<file path="config.mk">
export PLATFORM = sky130hd
export DESIGN_NAME = vga_stream_tx
export DESIGN_NICKNAME = d
export VERILOG_FILES = /design/src/rtl/vga_tx_pkg.sv /design/src/rtl/vga_px_fifo.sv /design/src/rtl/vga_stream_tx.sv
export SDC_FILE = /design/constraint.sdc
export NUM_CORES = 1
export LEC_CHECK = 0
export ABC_AREA = 1
export CORE_MARGIN = 3
export CORE_UTILIZATION = 55
export DETAILED_ROUTE_END_ITERATION = 8
export PLACE_DENSITY = 0.84
export SYNTH_ARGS = -nofsm -noshare
export SYNTH_HDL_FRONTEND = slang
export SYNTH_SLANG_ARGS = --single-unit
</file>
<file path="constraint.sdc">
create_clock -name clk -period 2.05 [get_ports clk]
set_input_delay 0.41 -clock clk [delete_from_list [all_inputs] [get_ports clk]]
set_output_delay 0.41 -clock clk [all_outputs]
set_load 0.01 [all_outputs]
</file>
<file path="src/rtl/vga_tx_pkg.sv">
// Shared types and default timing for the VGA stream transmitter.
// Pixel payload, FSM state encoding and a sync-window decode helper.
package vga_tx_pkg;

  typedef enum logic {
    WAIT_SOF = 1'b0,
    RUN      = 1'b1
  } state_t;

  typedef struct packed {
    logic       sof;
    logic [2:0] data;
  } pixel_t;

  localparam int unsigned DEF_H_VIS      = 640;
  localparam int unsigned DEF_H_FP       = 16;
  localparam int unsigned DEF_H_SYNC     = 96;
  localparam int unsigned DEF_H_BP       = 48;
  localparam int unsigned DEF_V_VIS      = 480;
  localparam int unsigned DEF_V_FP       = 10;
  localparam int unsigned DEF_V_SYNC     = 2;
  localparam int unsigned DEF_V_BP       = 33;
  localparam int unsigned DEF_CLK_DIV    = 2;
  localparam int unsigned DEF_FIFO_DEPTH = 16;

  // True while cnt lies inside the sync pulse window [lo, lo+len).
  function automatic logic in_window(input int unsigned cnt, input int unsigned lo,
                                     input int unsigned len);
    return (cnt >= lo) && (cnt < lo + len);
  endfunction

endpackage

</file>
<file path="src/rtl/vga_px_fifo.sv">
// Show-ahead synchronous pixel FIFO; head is valid whenever empty is low.
// A pop on an empty FIFO is ignored even if a push lands on the same clock.
module vga_px_fifo
  import vga_tx_pkg::*;
#(
  parameter int unsigned DEPTH = DEF_FIFO_DEPTH
) (
  input  logic   clk,
  input  logic   rst_n,
  input  logic   push,
  input  pixel_t wdata,
  input  logic   pop,
  output pixel_t head,
  output logic   full,
  output logic   empty
);

  localparam int unsigned AW = $clog2(DEPTH);

  pixel_t        mem [DEPTH];
  logic [AW:0]   wr_ptr;
  logic [AW:0]   rd_ptr;
  logic          do_push;
  logic          do_pop;

  // Extra pointer MSB distinguishes full from empty.
  assign full    = (wr_ptr[AW] != rd_ptr[AW]) && (wr_ptr[AW-1:0] == rd_ptr[AW-1:0]);
  assign empty   = (wr_ptr == rd_ptr);
  assign do_push = push && !full;
  assign do_pop  = pop && !empty;
  assign head    = mem[rd_ptr[AW-1:0]];

  always_ff @(posedge clk or negedge rst_n) begin
    if (!rst_n) begin
      wr_ptr <= '0;
      rd_ptr <= '0;
    end else begin
      if (do_push) wr_ptr <= wr_ptr + (AW+1)'(1);
      if (do_pop)  rd_ptr <= rd_ptr + (AW+1)'(1);
    end
  end

  always_ff @(posedge clk) begin
    if (do_push) mem[wr_ptr[AW-1:0]] <= wdata;
  end

endmodule

</file>
<file path="src/rtl/vga_stream_tx.sv">
// VGA transmitter: FIFO-buffered pixel stream aligned to frame start, free-running H/V timing.
// Build option VGA_STREAM_TX_PATTERN_EN: colour bars while unaligned, white on underflow.
module vga_stream_tx
  import vga_tx_pkg::*;
#(
  parameter int unsigned H_VIS      = DEF_H_VIS,
  parameter int unsigned H_FP       = DEF_H_FP,
  parameter int unsigned H_SYNC     = DEF_H_SYNC,
  parameter int unsigned H_BP       = DEF_H_BP,
  parameter int unsigned V_VIS      = DEF_V_VIS,
  parameter int unsigned V_FP       = DEF_V_FP,
  parameter int unsigned V_SYNC     = DEF_V_SYNC,
  parameter int unsigned V_BP       = DEF_V_BP,
  parameter int unsigned CLK_DIV    = DEF_CLK_DIV,
  parameter int unsigned FIFO_DEPTH = DEF_FIFO_DEPTH
) (
  input  logic       clk,
  input  logic       resetn,
  input  logic [2:0] px_data,
  input  logic       px_sof,
  input  logic       px_valid,
  output logic       px_ready,
  output logic       hsync,
  output logic       vsync,
  output logic [2:0] rgb,
  output logic       frame_start,
  output logic       underflow,
  output logic       sof_err
);

  localparam int unsigned H_TOT = H_VIS + H_FP + H_SYNC + H_BP;
  localparam int unsigned V_TOT = V_VIS + V_FP + V_SYNC + V_BP;
  localparam int unsigned HW    = ($clog2(H_TOT) < 6) ? 6 : $clog2(H_TOT);
  localparam int unsigned VW    = ($clog2(V_TOT) < 1) ? 1 : $clog2(V_TOT);
  localparam int unsigned DW    = (CLK_DIV > 1) ? $clog2(CLK_DIV) : 1;

  logic [DW-1:0] div;
  logic [HW-1:0] hcnt;
  logic [VW-1:0] vcnt;
  state_t        state;
  state_t        state_nxt;
  pixel_t        head;
  pixel_t        wdata;
  logic          full;
  logic          empty;
  logic          pop_c;
  logic          tick_c;
  logic          vis_c;
  logic          origin_c;
  logic [2:0]    idle_rgb_c;
  logic [2:0]    uf_rgb_c;
  logic [2:0]    rgb_nxt;
  logic          fs_nxt;
  logic          uf_nxt;
  logic          se_nxt;

  assign wdata    = '{sof: px_sof, data: px_data};
  assign px_ready = !full;
  assign tick_c   = (div == '0);
  assign vis_c    = (hcnt < HW'(H_VIS)) && (vcnt < VW'(V_VIS));
  assign origin_c = (hcnt == '0) && (vcnt == '0);

`ifdef VGA_STREAM_TX_PATTERN_EN
  assign idle_rgb_c = vis_c ? hcnt[5:3] : 3'b000;
  assign uf_rgb_c   = 3'b111;
`else
  assign idle_rgb_c = 3'b000;
  assign uf_rgb_c   = 3'b000;
`endif

  vga_px_fifo #(.DEPTH(FIFO_DEPTH)) u_fifo (
    .clk   (clk),
    .rst_n (resetn),
    .push  (px_valid),
    .wdata (wdata),
    .pop   (pop_c),
    .head  (head),
    .full  (full),
    .empty (empty)
  );

  // Pixel divider and raster counters.
  always_ff @(posedge clk or negedge resetn) begin
    if (!resetn) begin
      div  <= '0;
      hcnt <= '0;
      vcnt <= '0;
    end else begin
      div <= (div == DW'(CLK_DIV - 1)) ? '0 : div + DW'(1);
      if (tick_c) begin
        if (hcnt == HW'(H_TOT - 1)) begin
          hcnt <= '0;
          vcnt <= (vcnt == VW'(V_TOT - 1)) ? '0 : vcnt + VW'(1);
        end else begin
          hcnt <= hcnt + HW'(1);
        end
      end
    end
  end

  // Frame alignment: pop/colour/flag decisions for the current clock.
  always_comb begin
    pop_c     = 1'b0;
    state_nxt = state;
    rgb_nxt   = 3'b000;
    fs_nxt    = 1'b0;
    uf_nxt    = 1'b0;
    se_nxt    = 1'b0;
    case (state)
      WAIT_SOF: begin
        if (!empty && !head.sof) pop_c = 1'b1;
        if (tick_c) begin
          rgb_nxt = idle_rgb_c;
          if (origin_c && !empty && head.sof) begin
            pop_c     = 1'b1;
            rgb_nxt   = head.data;
            fs_nxt    = 1'b1;
            state_nxt = RUN;
          end
        end
      end
      RUN: begin
        if (tick_c && vis_c) begin
          if (empty) begin
            uf_nxt  = 1'b1;
            rgb_nxt = uf_rgb_c;
          end else if (head.sof != origin_c) begin
            // Early sof is kept for the next frame; a late one is flushed in WAIT_SOF.
            se_nxt    = 1'b1;
            state_nxt = WAIT_SOF;
          end else begin
            pop_c   = 1'b1;
            rgb_nxt = head.data;
            fs_nxt  = origin_c;
          end
        end
      end
      default: state_nxt = WAIT_SOF;
    endcase
  end

  // State and registered outputs; video outputs change on ticks only.
  always_ff @(posedge clk or negedge resetn) begin
    if (!resetn) begin
      state       <= WAIT_SOF;
      hsync       <= 1'b1;
      vsync       <= 1'b1;
      rgb         <= 3'b000;
      frame_start <= 1'b0;
      underflow   <= 1'b0;
      sof_err     <= 1'b0;
    end else begin
      state       <= state_nxt;
      frame_start <= fs_nxt;
      underflow   <= uf_nxt;
      sof_err     <= se_nxt;
      if (tick_c) begin
        rgb   <= rgb_nxt;
        hsync <= !in_window(32'(hcnt), H_VIS + H_FP, H_SYNC);
        vsync <= !in_window(32'(vcnt), V_VIS + V_FP, V_SYNC);
      end
    end
  end

endmodule
</file>
==> flow_summary.yaml <==
critical_path:
  slowest_delay_ps: 480
  r2r-end: "rgb[0]$_DFFE_PN0N_"
  timing.critical_path.mode_cell: "nand2_1"
  timing.critical_path.slowest_stage_cell: "dfrtp_2"
  startpoint_type: "flip-flop"
  reg2regPathDepth: 18
  r2r-start: "u_fifo.rd_ptr[0]$_DFFE_PN0P_"
  critPathArrivalTime_ps: 2540
  crit_type: "flip-flop to flip-flop"
  critical_path_peak_fanout: 5
  combined_buffer_and_inverter_count_along_the_critical_path: 5
  crit_path_cell_trace: "inv_4 -> buf_6 -> nand2_1 -> nand3_1 -> nand2_1 -> nand2_1 -> nand2_1 -> inv_2 -> nand2_2 -> inv_2 -> ha_4 -> inv_2 -> nand4_1 -> o21ai_1 -> nand2_1 -> nor2_1 -> nand2_1 -> nand2_1"
  crit_required_ps: 2370
  critical_path_capture_point_type: "flip-flop"
  critPathTopFamily: "simple AND/OR/NAND/NOR gates"
  ff2ff_setup_slack_ps: -170
  timing.critical_path.depth: 18
logic_synthesis:
  synth-seq-cells: 104
  synthesis.instances: 535
  number_of_enable_type_register_cells_in_the_synthesized_netlist: 64
  syn_area_mm2: 0.00504
  synth-seq-area-share: 0.581
  fraction_of_registers_with_async_set_or_reset_after_synthesis: 0.385
  synthesized_nets: 552
  synth_warnings: 0
  synth_area_per_cell_um2: 9.42
  synthFlopType: "edfxtp_1"
  synth_cell_type_count: 36
place:
  detailed_place_hpwl_um: 7850
  place_worst_setup_slack_ps: -218
  last_weighted_congestion_value_of_the_routability_driven_placer: 0.945
  port_buffers: 15
final_layout:
  finish.net_count: 630
  layout.cells.most_common_list: "nand2_1 (140), edfxtp_1 (64), nor2_1 (62)"
  antenna_cells: 0
  post_route_cells_drive_above_1_share: 0.231
  mostFrequentLayoutCell: "nand2_1"
  synthToLayoutAreaGrowth_pct: 20.7
clock_tree:
  tritoncts: "done"
  source_to_sink_clock_delay_at_the_later_pin_of_the_worst_skew_pair_ps: 380
  cts.sink_count: 104
  clock_tree.buffer_depth: 2
  path_clk_slew_ps: 110
  tritoncts.num_buffers: 9
  h-tree-depth: 3
  clockRootBuffer: "clkbuf_8"
power_and_ir_drop:
  combinationalPowerShare: 0.429
  p_int_w: 0.00423
  power_w: 0.00694
  power.switching_w: 0.00271
  pwr-share-clk: 0.191
  power_density_mw_per_mm2: 1140
  sequentialPowerShare: 0.380
  max-vdd-ir-drop_v: 0.000763
  switching_share: 0.391
  cellLeakagePower_nw: 2.63
floorplan:
  fp.coreArea_mm2: 0.00881
  dieArea_mm2: 0.0103
  placementRows: 34
  design.portCount: 16
  die-height_um: 102
  initial_core_util: 0.572
  die-width_um: 102
min_path:
  timing.hold.worst.class: "input pin to async pin"
route:
  drt_first_iter_violations: 401
  drt-vias-per-instance: 5.71
  drt_first_pass_iters: 6
  postRouteAntennaNets: 0
  drt_drc_violations_left: 0
  detailroute.via_count: 4148
  wirelength_um: 11900
  average_wire_length_per_cell_after_detail_routing_um: 16.4
run_status:
  outcome: "complete, but fails checks"
  failed_checks: "setup timing"
global_route:
  gr-total-overflow: 0
  first_global_vias: 3983
  grt_usage: 0.235
  grt_util_met2: 0.400
  grt_first_pass_wirelength_um: 18800
  use_met1: 0.299
  maximum_number_of_pins_on_one_net_before_global_route_repair: 23
  grt_antenna_before_repair: 0
  globalRoute.busiestLayer: "met2"
  global_route.usage.met3: 0.0572
sta:
  timing.final.max_slew_violations: 0
  grt_setup_unrepaired: "true"
  fin_skew_ps: 10.0
  worst_slew_margin_rel: 0.564
  measured_slew_at_the_worst_slew_check_pin_ps: 652
  finalSetupTns_ps: -587
  final_period_minus_worst_setup_slack_ps: 2220
  worst_slack_ps: -173
  highest_achievable_clock_rate_mhz: 450
  portion_of_the_clock_cycle_consumed_by_the_worst_path_in_the_final_layout: 1.08
  hold_viol: 0
  final-setup-viol-count: 9
job:
  maxCapViolCount: 0
per-layer routing:
layer	up-vias	share of wire
met1	2001	0.41
met4	0	0.021
met2	183	0.51
met5	-	0
li1	1932	-
met3	32	0.053
worst register-to-register path, cell delays in order (launching register included):
cell	delay, ps
dfrtp_2	480
inv_4	90
buf_6	120
nand2_1	50
nand3_1	70
nand2_1	60
nand2_1	60
nand2_1	70
inv_2	50
nand2_2	50
inv_2	80
ha_4	210
inv_2	60
nand4_1	80
o21ai_1	130
nand2_1	130
nor2_1	190
nand2_1	90
nand2_1	100
flip-flops by register name, summed over array words and instances (netlist names):
| register | cells |
|---|---|
| u_fifo.wr_ptr | 5 |
| div | 1 |
| u_fifo.mem | 64 |
| vcnt | 10 |
| state | 1 |
| sof_err | 1 |
| rgb | 3 |
| hcnt | 10 |
| underflow | 1 |
| hsync | 1 |
| u_fifo.rd_ptr | 5 |
| frame_start | 1 |
| vsync | 1 |
layout make-up:
cell class	count	area [um2]
flip-flops and latches	104	2930
clock buffers	9	124
inverters	51	196
well taps	108	135
repair buffers	80	683
fillers	558	2720
multi-input cells	367	1930
clock inverters	7	86.3
cell families (layout without fill, tap and decap cells):
| kind of cell | count (synthesis) | after routing | share of synthesized area |
|---|---|---|---|
| flip-flops | 104 | 104 | 0.581 |
| buffers and inverters | 64 | 147 | 0.0569 |
| XOR/XNOR | 12 | 12 | 0.0209 |
| AO/OA/AOI/OAI | 36 | 36 | 0.0417 |
| AND/OR/NAND/NOR | 309 | 309 | 0.275 |
| adder cells (fa/ha/maj) | 10 | 10 | 0.0248 |
how the worst max path moves through the flow:
stage / slack, ps / startpoint / endpoint
after global routing: -310 / u_fifo.rd_ptr[0]$_DFFE_PN0P_ / rgb[0]$_DFFE_PN0N_
after global placement: 50 / u_fifo.rd_ptr[0]$_DFFE_PN0P_ / rgb[1]$_DFFE_PN0N_
after detailed placement: -220 / vcnt[0]$_DFFE_PN0P_ / rgb[0]$_DFFE_PN0N_
final: -170 / u_fifo.rd_ptr[0]$_DFFE_PN0P_ / rgb[0]$_DFFE_PN0N_
after floorplan: 120 / vcnt[0]$_DFFE_PN0P_ / rgb[0]$_DFFE_PN0N_
after CTS: -20 / vcnt[0]$_DFFE_PN0P_ / rgb[0]$_DFFE_PN0N_
metrics by stage:
stage / std cells / instance area [um2] / util / hold slack, ps
2_1_floorplan: 535 / 5040 / - / 114
3_5_place_dp: 691 / 5580 / 0.634 / 345
3_3_place_gp: 691 / 5580 / 0.634 / 334
4_1_cts: 716 / 5920 / 0.672 / 479
5_1_grt: 726 / 6080 / 0.691 / 496
6_report: 726 / 6080 / 0.691 / 469
what timing repair did:
| action | 4_1_cts | 5_1_grt |
|---|---|---|
| buffers inserted | 8 | 9 |
| hold endpoints to repair | 14 | 0 |
| hold buffers | 1 | 0 |
| gates resized for setup | 16 | 23 |
| endpoints found under the setup margin | 10 | 18 |
| cloned | 0 | 1 |
| pin swaps | 1 | 14 |
cell usage after synthesis (2+ instances only):
| master | count | area [um2] |
|---|---|---|
| xor2_1 | 9 | 78.8 |
| edfxtp_1 | 64 | 1920 |
| dfrtp_1 | 38 | 951 |
| o22ai_1 | 3 | 18.8 |
| nor4_1 | 4 | 25.0 |
| buf_6 | 2 | 22.5 |
| nand3_2 | 4 | 40.0 |
| buf_4 | 6 | 45.0 |
| o21ai_0 | 17 | 85.1 |
| o21ai_1 | 6 | 30.0 |
| xnor2_1 | 3 | 26.3 |
| nand4_1 | 7 | 43.8 |
| nor2_4 | 3 | 33.8 |
| nor3_1 | 10 | 50.1 |
| buf_2 | 5 | 25.0 |
| inv_2 | 10 | 37.5 |
| nor2_2 | 5 | 31.3 |
| nand3_1 | 58 | 290 |
| ha_1 | 10 | 125 |
| a211oi_1 | 2 | 15.0 |
| a21oi_1 | 5 | 25.0 |
| nand2_2 | 6 | 37.5 |
| nor2_1 | 65 | 244 |
| inv_1 | 39 | 146 |
| dfstp_2 | 2 | 52.6 |
| nand2_1 | 142 | 533 |
power by group through the flow:
stage               registers [W]  clock network, W  logic, W
floorplan                 0.00261                 0   0.00166
global placement          0.00265                 0   0.00232
detailed placement        0.00266                 0   0.00242
CTS                       0.00261           0.00134   0.00261
global route              0.00265           0.00143   0.00323
finish                    0.00263           0.00133   0.00298
No activity file was read; power rests on OpenSTA's default activity.
